==> config.mk <==
export PLATFORM = sky130hd
export DESIGN_NAME = bpred_resolve_unit
export DESIGN_NICKNAME = d
export VERILOG_FILES = /design/src/rtl/bpred_resolve_unit.sv
export SDC_FILE = /design/constraint.sdc
export NUM_CORES = 1
export LEC_CHECK = 0
export BUFFER_PORTS_ARGS = -buffer_cell sky130_fd_sc_hd__buf_2
export CAP_MARGIN = 20
export CORE_MARGIN = 1
export CORE_UTILIZATION = 58
export DETAILED_ROUTE_END_ITERATION = 8
export PLACE_DENSITY = 0.8
export REMOVE_ABC_BUFFERS = 1
export SETUP_SLACK_MARGIN = 0.4
export SLEW_MARGIN = 40
export SYNTH_ARGS = -nofsm -noshare
export SYNTH_HDL_FRONTEND = slang
export SYNTH_SLANG_ARGS = --single-unit
==> constraint.sdc <==
create_clock -name clk -period 7.6 [get_ports clk]
set_clock_uncertainty 0.05 [all_clocks]
set_input_delay 1.52 -clock clk [delete_from_list [all_inputs] [get_ports clk]]
set_output_delay 1.52 -clock clk [all_outputs]
set_load 0.02 [all_outputs]
==> src/rtl/bpred_resolve_unit.sv <==
// bpred_resolve_unit: in-flight branch prediction queue and resolve/update/flush logic; BPRED_STATS_EN adds resolve/mispredict counters.
module bpred_resolve_unit #(
  parameter int DEPTH = 4,
  parameter int INDEX_SIZE = 10
) (
  input  logic        clk,
  input  logic        reset,
  input  logic        pred_valid,
  input  logic [31:0] pred_pc,
  input  logic        pred_taken,
  input  logic [31:0] pred_target,
  input  logic        res_valid,
  input  logic        res_taken,
  input  logic [31:0] res_target,
  output logic        stall_fetch,
  output logic        upd_write,
  output logic [31:0] upd_pc,
  output logic        upd_taken,
  output logic        flush,
  output logic [31:0] redirect_pc,
`ifdef BPRED_STATS_EN
  output logic [31:0] stat_resolved,
  output logic [31:0] stat_mispred,
`endif
  output logic        underflow_err
);
  localparam int AW = $clog2(DEPTH);
  if (DEPTH < 2 || (DEPTH & (DEPTH - 1)) != 0 || INDEX_SIZE < 1) begin : g_cfg_chk
    $error("bpred_resolve_unit: DEPTH must be a power of two >= 2");
  end
  logic [31:0]    pc_q [DEPTH];
  logic [31:0]    tgt_q [DEPTH];
  logic [DEPTH-1:0] tk_q;
  logic [AW-1:0]  head_q, head_d, tail_q, tail_d;
  logic [AW:0]    count_q, count_d;
  logic           upd_write_q, upd_taken_q, flush_q, uf_q;
  logic [31:0]    upd_pc_q, redirect_q;
  logic           pop, mis, push;
  assign stall_fetch = count_q == (AW+1)'(DEPTH);
  assign pop  = res_valid && count_q != '0;
  assign mis  = pop && (res_taken != tk_q[head_q] || res_target != tgt_q[head_q]);
  // A pop frees the slot in the same cycle, so a full queue can still accept
  // a push; anything younger than a mispredicted branch is dropped.
  assign push = pred_valid && !mis && (!stall_fetch || pop);
  always_comb begin
    head_d  = mis ? '0 : pop ? head_q + 1'b1 : head_q;
    tail_d  = mis ? '0 : push ? tail_q + 1'b1 : tail_q;
    count_d = mis ? '0 : count_q + {{AW{1'b0}}, push} - {{AW{1'b0}}, pop};
  end
  always_ff @(posedge clk) begin
    if (push) begin
      pc_q[tail_q]  <= pred_pc;
      tk_q[tail_q]  <= pred_taken;
      tgt_q[tail_q] <= pred_target;
    end
  end
  always_ff @(posedge clk) begin
    if (reset) begin
      head_q      <= '0;
      tail_q      <= '0;
      count_q     <= '0;
      upd_write_q <= 1'b0;
      upd_pc_q    <= '0;
      upd_taken_q <= 1'b0;
      flush_q     <= 1'b0;
      redirect_q  <= '0;
      uf_q        <= 1'b0;
    end else begin
      head_q      <= head_d;
      tail_q      <= tail_d;
      count_q     <= count_d;
      upd_write_q <= pop;
      upd_pc_q    <= pop ? pc_q[head_q] : '0;
      upd_taken_q <= pop && res_taken;
      flush_q     <= mis;
      if (mis) redirect_q <= res_target;
      if (res_valid && !pop) uf_q <= 1'b1;
    end
  end
  assign upd_write     = upd_write_q;
  assign upd_pc        = upd_pc_q;
  assign upd_taken     = upd_taken_q;
  assign flush         = flush_q;
  assign redirect_pc   = redirect_q;
  assign underflow_err = uf_q;
`ifdef BPRED_STATS_EN
  logic [31:0] stat_res_q, stat_mis_q;
  always_ff @(posedge clk) begin
    if (reset) begin
      stat_res_q <= '0;
      stat_mis_q <= '0;
    end else begin
      if (pop && stat_res_q != '1) stat_res_q <= stat_res_q + 32'd1;
      if (mis && stat_mis_q != '1) stat_mis_q <= stat_mis_q + 32'd1;
    end
  end
  assign stat_resolved = stat_res_q;
  assign stat_mispred  = stat_mis_q;
`endif
endmodule
==> metrics.md, run 1 <==
| Metric | Value |
|---|---|
| Result of the run | `finished clean` |
| Unrepaired setup endpoints after global routing | `no` |
| Fraction of final layout cells with drive strength greater than 1 | `0.359` |
| Vias in the first global route | `roughly 8.0k` |
| Flop-to-flop setup slack | `2.84 ns` |
| Post-CTS Setup Repair Bufs | `0` |
| Setup slack after layout | `2.84 ns` |
| Switching pwr | `about 1.4 mW` |
| Slowest cell on the critical path | `dfxtp_2` |
| Hold Slack | `roughly 0.45 ns` |
| Flop pwr share | `0.476` |
| Floorplan die area | `~24000 um2` |
| Total number of yosys warnings | `0` |
| Fin area | `about 16000 um2` |
| TritonCTS Sinks | `337` |
| Number of antenna violations at the first check in global routing | `11` |
| DRT Wirelength | `between 30000 and 40000 um` |
| Skew-Pair Late Insertion Delay | `0.52 ns` |
| Vertical die dimension | `roughly 150 um` |
| Most frequent cell on the critical path | `buf_4` |
| MaxCap Viol Count | `0` |
| Cell taking the most area after synthesis | `edfxtp_1` |
| Crit Path Class | `flop to flop` |
| Master cell of the clock root buffer | `clkbuf_16` |
| Iteration count of the initial detailed-routing pass | `5` |
| Post-route clock period utilization | `0.626` |
| Pin count of the biggest net entering global routing | `77` |
| Worst-case vdd ir drop | `about 0.21 mV` |
| Clock edge transition at the registers on the reported setup and hold paths | `0.06 ns` |
| Crit path DAT | `4.85 ns` |
| Overall track demand over capacity in global routing | `0.252` |
| Crit path required time | `7.69 ns` |
| Worst Setup End Kind | `flop` |
| EDFF count, synth | `260` |
| Gate power share | `0.193` |
| Number of DRC violations after detailed routing | `0` |
| First-pass GRT wire length | `45200 um` |
| Headroom to the max-slew limit | `0.431` |
| Final-layout setup total negative slack | `0 ns` |
| Dpl cells | `1215` |
| DR vias | `7934` |
| Number of synthesized register bits | `about 340` |
| Cts-stage hold buffer count | `0` |
| Number of buffers created by CTS | `35` |
| Highest net fanout along the worst path | `34` |
| Area fraction of the dominant cell type after synthesis | `0.576` |
| Number of nets with antenna violations after detailed routing | `0` |
| Worst hold start | `redirect_pc[13]` |
| Cell types with the largest area share after synthesis | `edfxtp_1 58%, dfxtp_1 11%, mux4_2 9.0%` |
| Synthesized instance count | `774` |
| Count of distinct cell types in the synthesized netlist | `51` |
| Worst-case clock buffer depth | `3` |
| Placed wire-length estimate after detailed placement | `around 18000 um` |
| Std-Cell Rows | `between 50 and 60` |
| Worst hold-check path type | `flop to flop` |
| Final standard cell count with taps included and fillers excluded | `1288` |
| Place WS | `between 2 and 3 ns` |
| Commonest register cell after synthesis | `edfxtp_1` |
| Violation count after the first detailed-route iteration | `776` |
| Transition time at the pin with the least slew margin | `roughly 0.85 ns` |
| Setup-violating endpoint count in the final report | `0` |
| Static Leakage | `5.73 nW` |
| Post-synthesis cell area | `around 14000 um2` |
| H-tree level count | `2` |
| CTS-repair resized insts | `0` |
| Internal power consumption | `around 3.6 mW` |
| Sw Ratio | `0.273` |
| Count of buffers inserted at the top-level ports | `between 150 and 200` |
| Element type at the critical path start | `flop` |
| Fill count | `about 1.4k` |
| Overall die width | `155 um` |
| Max Fclk | `roughly 210 MHz` |
| Placer congestion estimate | `approximately 0.76` |
| Final #Nets | `1048` |
| Initial standard-cell utilization of the core | `0.595` |
| Clk network pwr share | `0.331` |
| Synthesis-to-layout area growth | `17.3%` |
| Count of endpoints failing hold in the final timing report | `0` |
| Clock tree from TritonCTS | `built` |
| Ports | `between 150 and 200` |
| Vias per cell | `roughly 6.2` |
| Critical path cell sequence | `buf_4 -> mux4_2 -> xnor2_1 -> nand4_1 -> a211oi_4 -> a41oi_2 -> nor2_4 -> buf_16 -> buf_4` |
| Max-slew violations | `0` |
| Max incr delay on CP | `0.72 ns` |
| Core Footprint | `approximately 23000 um2` |
| Power density over the cells | `about 310 nW/um2` |
| Sequential element share of the synthesized area | `0.690` |
| Proportion of synthesized flip-flops having asynchronous set or reset | `0` |
| Min cycle time layout | `between 4 and 5 ns` |
| Placement-stage cell area | `~15000 um2` |
| Post-synthesis area per instance | `between 15 and 20 um2` |
| Routed WL per cell | `about 23 um` |
| Grt total ovfl | `0` |
cell type report:
cell class | instances | area (um2) | area share
Inverter | 6 | 22.5 | 0.00142
Clock inverter | 22 | 170 | 0.0107
Tap cell | 313 | 392 | 0.0246
Antenna cell | 8 | 20.0 | 0.00126
Timing Repair Buffer | 189 | 1100 | 0.0689
Clock buffer | 42 | 943 | 0.0593
Multi-Input combinational cell | 371 | 3910 | 0.246
Sequential cell | 337 | 9360 | 0.588
per-layer routing:
metal  part of all wire  vias to the layer above  GRT usage
li1                   -                     3478          -
met1               0.40                     3987      0.324
met2               0.48                      399      0.413
met3              0.084                       66     0.0599
met4              0.031                        4      0.106
met5            0.00090                        -          0
layout by cell type (no fill, tap or decap), types with 3 or more instances in the layout:
cell       instances
nor2_1             4
dfxtp_1           73
nor2_4             5
nand3_1            3
buf_4             12
and3_1            65
a2bb2oi_1         34
clkbuf_16         36
buf_16             4
clkinv_1           8
nor3b_1            3
ha_1               5
inv_1              5
o31ai_2           30
diode_2            8
mux4_2            54
mux2i_1           11
buf_8              3
xor2_1             6
nor3_1             5
mux4_1             7
edfxtp_1         260
nand2_1           39
nand4_1            6
o311ai_1          32
clkinv_2           8
buf_2            170
clkbuf_1           4
xnor2_1           31
power by group through the flow:
stage | combinational (mW) | sequential (mW) | clock, mW
2_1_floorplan | 0.489 | 2.54 | 0
3_3_place_gp | 0.908 | 2.40 | 0
3_5_place_dp | 0.944 | 2.41 | 0
4_1_cts | 0.951 | 2.38 | 1.66
5_1_grt | 1.03 | 2.40 | 1.73
6_report | 0.963 | 2.37 | 1.65
critical path: cells and delay by family, from the launching register on:
family,cells,cell delay [ns]
xor+xnor,1,0.16
simple gates,2,0.91
buf+inv,3,1.06
flops,1,0.72
compound gates,2,0.88
mux,1,0.56
worst paths after layout:
path	to	cells after the start
max	tgt_q[1][24]	9
min	redirect_pc[13]	2
max reg2reg	tgt_q[1][24]	9
min reg2reg	redirect_pc[13]	2
registers in the layout, indices dropped and copies added (netlist names), named ones only:
name	cells
pc_q	128
tgt_q	128
redirect_pc	32
upd_pc	32
tk_q	4
count_q	3
head_q	2
tail_q	2
flush	1
underflow_err	1
upd_taken	1
upd_write	1
synthesized netlist by cell type (2+ instances only):
library cell and count:
edfxtp_1 260, dfxtp_1 77, and3_1 65, mux4_2 54, nand2_1 39, a2bb2oi_1 34
o311ai_1 32, xnor2_1 31, clkbuf_1 30, o31ai_2 30, buf_2 12, mux2i_1 11
buf_6 10, nor2_1 9, mux4_1 7, buf_1 6, nand4_1 6, xor2_1 6
ha_1 5, inv_1 5, nor3_1 5, a21boi_0 3, nand3_1 3, nor3b_1 3
a21oi_1 2, a32o_1 2, nand2b_1 2, o31ai_1 2
logic make-up (layout without fill, tap and decap cells):
family,after synthesis,count (layout),share of synthesized area
other cells,0,8,0
simple gates,142,142,0.0597
mux,72,72,0.111
xor+xnor,38,38,0.0251
flops,337,337,0.690
buf+inv,66,259,0.0264
compound gates,113,113,0.0818
fa+ha+maj,6,6,0.00609
through the flow:
step / utilization / total power [mW]
floorplan: - / 3.02
global placement: 0.642 / 3.31
detailed placement: 0.648 / 3.35
CTS: 0.696 / 4.99
global route: 0.698 / 5.16
finish: 0.698 / 4.99
No activity file was read; power rests on OpenSTA's default activity.
==> run 2, diff against run 1 <==
Settings changed: CORE_UTILIZATION 58 to 52, PLACE_DENSITY 0.8 to 0.76.
Clock period 7.6 ns to 3.9 ns, I/O delays scaled along.
==> metrics.md, run 2 (same netlist as run 1, synthesis figures left out) <==
| Metric | Value |
|---|---|
| Max Fclk | `297 MHz (was 210 MHz)` |
| Routed WL per cell | `22.3 um (was 23.3 um)` |
| Number of DRC violations after detailed routing | `0 (unchanged)` |
| Max incr delay on CP | `0.59 ns (was 0.72 ns)` |
| Fill count | `1822 (was 1435)` |
| Clock edge transition at the registers on the reported setup and hold paths | `0.06 ns (about the same)` |
| Synthesis-to-layout area growth | `18.3% (was 17.3%)` |
| Crit Path Class | `flop to flop (unchanged)` |
| Placer congestion estimate | `0.786 (was 0.758)` |
| Biggest regs | `pc_q (128), tgt_q (128) (unchanged)` |
| Static Leakage | `5.80 nW (was 5.73 nW)` |
| Floorplan die area | `26700 um2 (was 24000 um2)` |
| Initial standard-cell utilization of the core | `0.534 (was 0.595)` |
| Worst hold-check path type | `flop to flop (unchanged)` |
| Crit path required time | `4.25 ns (was 7.69 ns)` |
| Unrepaired setup endpoints after global routing | `no (unchanged)` |
| Power density over the cells | `605 nW/um2 (was 314 nW/um2)` |
| Worst-case vdd ir drop | `0.484 mV (was 0.210 mV)` |
| First-pass GRT wire length | `44600 um (was 45200 um)` |
| Number of buffers created by CTS | `34 (was 35)` |
| Switching pwr | `2.61 mW (was 1.36 mW)` |
| Crit path DAT | `3.72 ns (was 4.85 ns)` |
| Highest net fanout along the worst path | `6 (was 34)` |
| Flop pwr share | `0.476 (about the same)` |
| Sw Ratio | `0.270 (was 0.273)` |
| Most used cells in the layout excluding fill and tap cells | `260 x edfxtp_1, 170 x buf_2, 73 x dfxtp_1, 65 x and3_1, 57 x mux4_2 (was 260 x edfxtp_1, 170 x buf_2, 73 x dfxtp_1, 65 x and3_1, 54 x mux4_2)` |
| Setup slack after layout | `0.538 ns (was 2.84 ns)` |
| Setup-violating endpoint count in the final report | `0 (unchanged)` |
| Vertical die dimension | `163 um (was 155 um)` |
| Worst Setup End Kind | `flop (unchanged)` |
| Commonest non-fill, non-tap cell in the layout | `edfxtp_1 (unchanged)` |
| Placed wire-length estimate after detailed placement | `17800 um (was 18300 um)` |
| Cts-stage hold buffer count | `0 (unchanged)` |
| Top delay family on crit path | `simple AND/OR/NAND/NOR gates (was buffers and inverters)` |
| Internal power consumption | `7.08 mW (was 3.63 mW)` |
| Fraction of final layout cells with drive strength greater than 1 | `0.383 (was 0.359)` |
| Skew-Pair Late Insertion Delay | `0.52 ns (about the same)` |
| Worst-case clock buffer depth | `3 (unchanged)` |
| Vias per cell | `5.90 (was 6.16)` |
| Headroom to the max-slew limit | `0.529 (was 0.431)` |
| Most frequent cell on the critical path | `xnor2_2 (was buf_4)` |
| Element type at the critical path start | `flop (unchanged)` |
| Clk network pwr share | `0.330 (was 0.331)` |
| Number of antenna violations at the first check in global routing | `10 (was 11)` |
| Count of endpoints failing hold in the final timing report | `0 (unchanged)` |
| Transition time at the pin with the least slew margin | `0.707 ns (was 0.852 ns)` |
| Grt total ovfl | `0 (unchanged)` |
| Critical path cell sequence | `buf_4 -> mux4_2 -> xnor2_2 -> nand3_2 -> or4_4 -> nor3_4 -> a41oi_2 -> ha_2 -> fa_2 -> xnor2_2 -> xnor2_1 -> nor3_1 (was buf_4 -> mux4_2 -> xnor2_1 -> nand4_1 -> a211oi_4 -> a41oi_2 -> nor2_4 -> buf_16 -> buf_4)` |
| Master cell of the clock root buffer | `clkbuf_16 (unchanged)` |
| Worst hold start | `underflow_err (was redirect_pc[13])` |
| TritonCTS Sinks | `337 (unchanged)` |
| DRT Wirelength | `29300 um (was 30000 um)` |
| Overall track demand over capacity in global routing | `0.222 (was 0.252)` |
| MaxCap Viol Count | `0 (unchanged)` |
| Vias in the first global route | `7986 (was 8017)` |
| Clock tree from TritonCTS | `built (unchanged)` |
| Violation count after the first detailed-route iteration | `886 (was 776)` |
| Final #Nets | `1060 (was 1048)` |
| Min cycle time layout | `3.36 ns (was 4.76 ns)` |
| Ports | `171 (unchanged)` |
| Core Footprint | `25400 um2 (was 22800 um2)` |
| Iteration count of the initial detailed-routing pass | `5 (unchanged)` |
| Gate power share | `0.193 (about the same)` |
| Pin count of the biggest net entering global routing | `65 (was 77)` |
| Max-slew violations | `0 (unchanged)` |
| Count of buffer and inverter cells on the critical path | `1 (was 3)` |
| Overall die width | `163 um (was 155 um)` |
| Slowest cell on the critical path | `or4_4 (was dfxtp_2)` |
| DR vias | `7763 (was 7934)` |
| Result of the run | `finished clean (unchanged)` |
| H-tree level count | `2 (unchanged)` |
| Post-route clock period utilization | `0.862 (was 0.626)` |
| Place WS | `0.0250 ns (was 2.59 ns)` |
| Count of buffers inserted at the top-level ports | `170 (unchanged)` |
| Number of nets with antenna violations after detailed routing | `0 (unchanged)` |
| Std-Cell Rows | `58 (was 55)` |
| Overall power | `9.70 mW (was 4.99 mW)` |
==> run 2: worst paths after layout <==
| kind | end | slack (ns) | cells after the start |
|---|---|---|---|
| worst max-delay path | count_q[2] | 0.54 | 12 |
| worst min-delay path | underflow_err | 0.42 | 2 |
| worst min register to register | underflow_err | 0.42 | 2 |
| worst max register to register | count_q[2] | 0.54 | 12 |
==> run 2: power groups by stage <==
stage | combinational (mW) | sequential, mW | clock [mW]
global route | 2.03 | 4.67 | 3.40
finish | 1.88 | 4.62 | 3.20
floorplan | 0.953 | 4.94 | 0
CTS | 1.87 | 4.62 | 3.26
detailed placement | 1.85 | 4.69 | 0
global placement | 1.81 | 4.67 | 0
==> run 2: cell type report <==
type                    count  area, um2  area share
flip-flops and latches    337       9360       0.583
clock inverters            18        166      0.0104
multi-input cells         371       3960       0.247
well taps                 330        413      0.0257
clock buffers              44        950      0.0592
repair buffers            202       1160      0.0721
diodes                      7       17.5     0.00109
inverters                   6       22.5     0.00140
==> run 2: layer usage <==
layer,wire length (um),up-vias,track usage,part of all wire
met1,12000,3921,0.285,0.41
met2,14400,266,0.365,0.49
li1,-,3511,-,-
met5,55,-,0,0.0019
met4,760,8,0.0854,0.026
met3,2190,57,0.0569,0.075
==> run 2: repair_timing <==
action / in CTS / in global routing
endpoints found under the setup margin: 262 / 83
hold endpoints to repair: 0 / 0
buffers inserted: 5 / 2
pin swaps: 6 / 4
gates resized for setup: 9 / 10
==> run 2: through the flow <==
step	cell area, um2	std cells	setup TNS (ns)	util	hold WS [ns]
2_1_floorplan	13200	714	-629.21	-	0.476
3_3_place_gp	14800	1239	0	0.582	0.395
3_5_place_dp	14800	1239	0	0.582	0.406
4_1_cts	16000	1306	0	0.629	0.406
5_1_grt	16000	1311	0	0.631	0.407
6_report	16000	1315	0	0.631	0.416
==> run 2: worst min-delay path, cell delays in order (launching register included) <==
cell and delay (ns):
dfxtp_1 0.32, a21oi_1 0.04, nor2_1 0.07
